**src/rtl/sar_adc_ctrl.sv**
```systemverilog
// Successive-approximation ADC controller: drives the R-2R DAC trial code and
// runs a binary search on the synchronized comparator decision.
module sar_adc_ctrl #(
  parameter int WIDTH         = 8,
  parameter int SETTLE_CYCLES = 4
) (
  input  logic             clk,
  input  logic             rst_n,
  input  logic             start,
  input  logic             cont,
  input  logic             abort,
  input  logic             cmp_in,
  output logic [WIDTH-1:0] dac_code,
  output logic             busy,
  output logic             done,
  output logic [WIDTH-1:0] result,
  output logic             result_valid
);

  localparam int IDX_W = (WIDTH > 1) ? $clog2(WIDTH) : 1;
  localparam int CNT_W = $clog2(SETTLE_CYCLES);
  localparam logic [WIDTH-1:0] MSB_CODE = {1'b1, {(WIDTH-1){1'b0}}};
  localparam logic [IDX_W-1:0] TOP_IDX  = IDX_W'(WIDTH - 1);
  localparam logic [CNT_W-1:0] LAST_CNT = CNT_W'(SETTLE_CYCLES - 1);

  // The per-bit wait must cover the two synchronizer stages plus analog settling.
  if (SETTLE_CYCLES < 3) begin : g_bad_settle
    $error("sar_adc_ctrl: SETTLE_CYCLES must be >= 3");
  end
  if ((WIDTH < 2) || (WIDTH > 8)) begin : g_bad_width
    $error("sar_adc_ctrl: WIDTH must be in 2..8");
  end

  typedef enum logic [1:0] {
    ST_IDLE   = 2'd0,
    ST_SETTLE = 2'd1,
    ST_DECIDE = 2'd2
  } state_t;

  state_t           state_q, state_d;
  logic [IDX_W-1:0] bit_idx_q, bit_idx_d;
  logic [CNT_W-1:0] cnt_q, cnt_d;
  logic [WIDTH-1:0] dac_code_q, dac_code_d;
  logic [WIDTH-1:0] result_q, result_d;
  logic             busy_q, busy_d;
  logic             done_q, done_d;
  logic             valid_q, valid_d;
  logic             cmp_meta_q, cmp_s_q;
  logic [WIDTH-1:0] code_trial_s;
  logic [IDX_W-1:0] idx_m1_s;

  assign idx_m1_s = bit_idx_q - IDX_W'(1);

  // Two-flop synchronizer for the asynchronous comparator output.
  always_ff @(posedge clk or negedge rst_n) begin
    if (!rst_n) begin
      cmp_meta_q <= 1'b0;
      cmp_s_q    <= 1'b0;
    end else begin
      cmp_meta_q <= cmp_in;
      cmp_s_q    <= cmp_meta_q;
    end
  end

  // State and output registers.
  always_ff @(posedge clk or negedge rst_n) begin
    if (!rst_n) begin
      state_q    <= ST_IDLE;
      bit_idx_q  <= {IDX_W{1'b0}};
      cnt_q      <= {CNT_W{1'b0}};
      dac_code_q <= {WIDTH{1'b0}};
      result_q   <= {WIDTH{1'b0}};
      busy_q     <= 1'b0;
      done_q     <= 1'b0;
      valid_q    <= 1'b0;
    end else begin
      state_q    <= state_d;
      bit_idx_q  <= bit_idx_d;
      cnt_q      <= cnt_d;
      dac_code_q <= dac_code_d;
      result_q   <= result_d;
      busy_q     <= busy_d;
      done_q     <= done_d;
      valid_q    <= valid_d;
    end
  end

  // Next-state logic: abort wins over everything, including a completion.
  always_comb begin
    state_d      = state_q;
    bit_idx_d    = bit_idx_q;
    cnt_d        = cnt_q;
    dac_code_d   = dac_code_q;
    result_d     = result_q;
    busy_d       = busy_q;
    done_d       = 1'b0;
    valid_d      = valid_q;
    code_trial_s = dac_code_q;

    if (abort) begin
      state_d    = ST_IDLE;
      dac_code_d = {WIDTH{1'b0}};
      busy_d     = 1'b0;
    end else begin
      case (state_q)
        ST_IDLE: begin
          busy_d = 1'b0;
          if (start) begin
            dac_code_d = MSB_CODE;
            bit_idx_d  = TOP_IDX;
            cnt_d      = {CNT_W{1'b0}};
            busy_d     = 1'b1;
            state_d    = ST_SETTLE;
          end else begin
            state_d = ST_IDLE;
          end
        end
        ST_SETTLE: begin
          if (cnt_q == LAST_CNT) begin
            state_d = ST_DECIDE;
          end else begin
            cnt_d = cnt_q + CNT_W'(1);
          end
        end
        ST_DECIDE: begin
          if (cmp_s_q) begin
            code_trial_s[bit_idx_q] = 1'b1;
          end else begin
            code_trial_s[bit_idx_q] = 1'b0;
          end
          if (bit_idx_q != {IDX_W{1'b0}}) begin
            code_trial_s[idx_m1_s] = 1'b1;
            dac_code_d = code_trial_s;
            bit_idx_d  = idx_m1_s;
            cnt_d      = {CNT_W{1'b0}};
            state_d    = ST_SETTLE;
          end else begin
            result_d = code_trial_s;
            done_d   = 1'b1;
            valid_d  = 1'b1;
            // Continuous mode re-arms the MSB trial on the completing edge.
            if (cont) begin
              dac_code_d = MSB_CODE;
              bit_idx_d  = TOP_IDX;
              cnt_d      = {CNT_W{1'b0}};
              busy_d     = 1'b1;
              state_d    = ST_SETTLE;
            end else begin
              dac_code_d = code_trial_s;
              busy_d     = 1'b0;
              state_d    = ST_IDLE;
            end
          end
        end
        default: begin
          state_d    = ST_IDLE;
          dac_code_d = {WIDTH{1'b0}};
          busy_d     = 1'b0;
        end
      endcase
    end
  end

  assign dac_code     = dac_code_q;
  assign busy         = busy_q;
  assign done         = done_q;
  assign result       = result_q;
  assign result_valid = valid_q;

endmodule
```
**config.mk**
```make
export PLATFORM = sky130hd
export DESIGN_NAME = sar_adc_ctrl
export DESIGN_NICKNAME = d
export VERILOG_FILES = /design/src/rtl/sar_adc_ctrl.sv
export SDC_FILE = /design/constraint.sdc
export NUM_CORES = 1
export LEC_CHECK = 0
export ABC_AREA = 0
export CORE_UTILIZATION = 50
export DETAILED_ROUTE_END_ITERATION = 6
export PLACE_DENSITY = 0.81
export SLEW_MARGIN = 20
export SYNTH_ARGS = -nofsm -noshare
export SYNTH_HDL_FRONTEND = slang
export SYNTH_SLANG_ARGS = --single-unit
```
**constraint.sdc**
```tcl
create_clock -name clk -period 4.3 [get_ports clk]
set_clock_uncertainty 0.05 [all_clocks]
set_input_delay 0.645 -clock clk [delete_from_list [all_inputs] [get_ports clk]]
set_output_delay 0.645 -clock clk [all_outputs]
set_load 0.1 [all_outputs]
```
==> summary.md <==
| Metric | Value |
|---|---|
| Outcome | finished, final reports clean |
| Family with the most delay on the worst path | buffers and inverters |
| GRT Max-Usage Layer | met2 |
| Largest net degree at the start of global routing | 19 |
| Dpl ws | 1.93 ns |
| P per Cell Area | 293 mW/mm2 |
| Post-CTS sizing | 0 |
| Final period utilization | 0.609 |
| Comb power frac | 0.151 |
| GR Util met2 | 0.329 |
| Total number of vias | 1090 |
| Achievable frequency | 0.382 GHz |
| Final number of hold-violating endpoints | 0 |
| Max-slew violations | 0 |
| Drt initial violations | 14 |
| DP Area | 0.00164 mm2 |
| Setup crit start | dac_code[0] |
| Clock transition at path regs | 0.15 ns |
| R2R cell count | 6 |
| Root Driver | clkbuf_4 |
| Clk buf depth | 2 |
| Most frequent cells in the layout | dfrtp_1, clkdlybuf4s50_1, nand2_1 |
| Post-synth ARST share | 1.00 |
| GR Util met3 | 0.0410 |
| R2R setup slack | 2.16 ns |
| Avg Vias per Cell | 5.83 |
| RSZ-0062 raised after global routing | false |
| Final net count | 167 |
| GRT Util Overall | 0.219 |
| Syn Inst Count | 135 |
| CP Capture Type | output pin |
| Yosys warnings | 0 |
| Most common cell after layout, fill and taps aside | dfrtp_1 |
| Post-route antenna net violation count | 0 |
| Power Internal | 352 uW |
| Final HPWL from detailed placement | 2030 um |
| Switching Fraction | 0.283 |
| I/O pins | 25 |
| Initial core utilization | 0.548 |
| GR met1 Demand/Resource | 0.314 |
| Clk sinks | 28 |
| Total grt overflow | 0 |
| Reg2reg start | bit_idx_q[0] |
| Net Count, Synth | 144 |
| Fin crit period | 2.62 ns |
| Share of layout cells above drive strength 1 | 0.0573 |
| Inserted Diodes | 0 |
| Routed wire length per instance | 15.0 um |
| CP startpoint kind | flop |
| Number of global-route vias before repair | 1037 |
| Number of buffers created by CTS | 3 |
| Clock network power share | 0.267 |
| Hold EP | cmp_s_q |
| Levels on crit path | 1 |
| Post-route setup slack | 1.68 ns |
| VDD IR max | 0.000209 V |
| Worst hold path cell count | 0 |
| Syn_area_per_cell | 10.4 um2 |
| Full die area | 0.00303 mm2 |
| Total Routed Length | 2810 um |
| Commonest register cell after synthesis | dfrtp_1 |
| Port Buf Inserts | 24 |
| Relative slew slack | 0.348 |
| Synth Cell Area | 0.00141 mm2 |
| Worst hold path startpoint | cmp_meta_q |
| Area Growth Syn to Fin | 19.4% |
| Max FO, Critical Path | 3 |
| Number of hold buffers added after cts | 0 |
| Leak pwr | 0.750 nW |
| Total core area | 0.00257 mm2 |
| Final instance area | 0.00168 mm2 |
| Worst path arrival time | 1.92 ns |
| Setup TNS | 0 ns |
| Post-synthesis cell type count | 40 |
| Die width | 55.0 um |
| Slowest cell on crit path | clkdlybuf4s50_1 |
| Final number of setup-violating endpoints | 0 |
| First-pass GRT wire length | 4660 um |
| Worst skew pair latency | 0.34 ns |
| Htree depth | 1 |
| Hold Crit Class | reg2reg |
| Max incr delay on CP | 1.16 ns |
| Buffer and inverter count on the worst path | 1 |
| Post-synth EDFFs | 0 |
| Reg-to-Reg End | dac_code[7] |
| CTS tree | built |
| Max Cap Viol | 0 |
| Setup Buffers After CTS | 0 |
| GPL Wtd Cong | 0.931 |
| Die Y | 55.0 um |
| Cells along the critical path | clkdlybuf4s50_1 |
| Sequential fraction of design power | 0.582 |
| Initial antenna violation count | 0 |
| Register area share after synthesis | 0.498 |
| CP Class | reg2out |
| Placement row count | 18 |
| Worst Tran Pin Value | 0.975 ns |
| Power, Total | 491 uW |
| Residual DRC | 0 |
| Yosys reg bits | 28 |
| Psw | 139 uW |
| Fin util | 0.654 |
| Required time of the critical path | 3.61 ns |
| TritonRoute pass-1 iters | 4 |
==> power by group through the flow <==
stage          Combinational [mW]  Sequential (mW)  Clock (mW)
5_1_grt                    0.0817            0.288       0.146
2_1_floorplan              0.0331            0.307           0
6_report                   0.0742            0.286       0.131
4_1_cts                    0.0748            0.286       0.133
3_5_place_dp               0.0744            0.291           0
3_3_place_gp               0.0714            0.290           0
==> routing by layer <==
metal  vias to the layer above  wire [um]
met5                         -          0
met4                         0         40
met3                         5        108
met2                        21       1270
met1                       527       1390
li1                        537          -
==> sequential cells by signal, indices dropped and copies added (netlist names) <==
signal	count
bit_idx_q	3
busy	1
cmp_meta_q	1
cmp_s_q	1
cnt_q	2
dac_code	8
done	1
result	8
result_valid	1
state_q	2
==> kinds of logic after synthesis <==
family / share of synthesized area
simple gates: 0.198
compound gates: 0.165
fa+ha+maj: 0.0267
flops: 0.498
mux: 0.0641
buf+inv: 0.0480
==> cell usage after synthesis, types with 2 or more instances <==
library cell	number	area share
dfrtp_1	28	0.50
nand2_1	12	0.032
nor2_1	11	0.029
o21ai_0	11	0.039
mux2i_1	9	0.064
inv_1	4	0.011
nor3_1	4	0.014
o21ai_1	4	0.014
a21oi_1	3	0.011
a221o_1	3	0.021
a32oi_1	3	0.019
buf_2	3	0.011
ha_1	3	0.027
nor2b_1	3	0.013
a311oi_1	2	0.012
and3_1	2	0.0089
buf_6	2	0.016
nand2b_1	2	0.0089
nand3_1	2	0.0071
nand3b_1	2	0.011
nor3b_1	2	0.011
nor4bb_1	2	0.014
==> layout make-up <==
| cell class | instances | area, um2 |
|---|---|---|
| fillers | 216 | 888 |
| multi-input cells | 95 | 638 |
| clock buffers | 4 | 36.3 |
| inverters | 5 | 18.8 |
| well taps | 30 | 37.5 |
| repair buffers | 25 | 248 |
| flip-flops and latches | 28 | 701 |
==> per-stage QoR <==
stage               hold slack [ns]  instances
detailed placement            0.291        183
floorplan                     0.281        135
global placement              0.287        183
global route                  0.327        187
finish                        0.318        187
CTS                           0.323        187
==> worst max-delay path by stage <==
stage                     slack, ns           to
after floorplan                2.63    result[0]
after CTS                      1.68  dac_code[2]
after detailed placement       1.93    result[7]
after global routing           1.63  dac_code[0]
final                          1.68  dac_code[0]
after global placement         1.99    result[4]
==> worst register-to-register path: cells and delay by family, from the launching register on <==
kind | cells | cell delay [ns]
AOI/OAI and AO/OA | 1 | 0.13
adders and majority gates | 1 | 0.32
buffers and inverters | 1 | 0.18
DFF | 1 | 0.60
muxes | 1 | 0.32
and+or+nand+nor | 2 | 0.48
(Power assumes the default switching activity.)
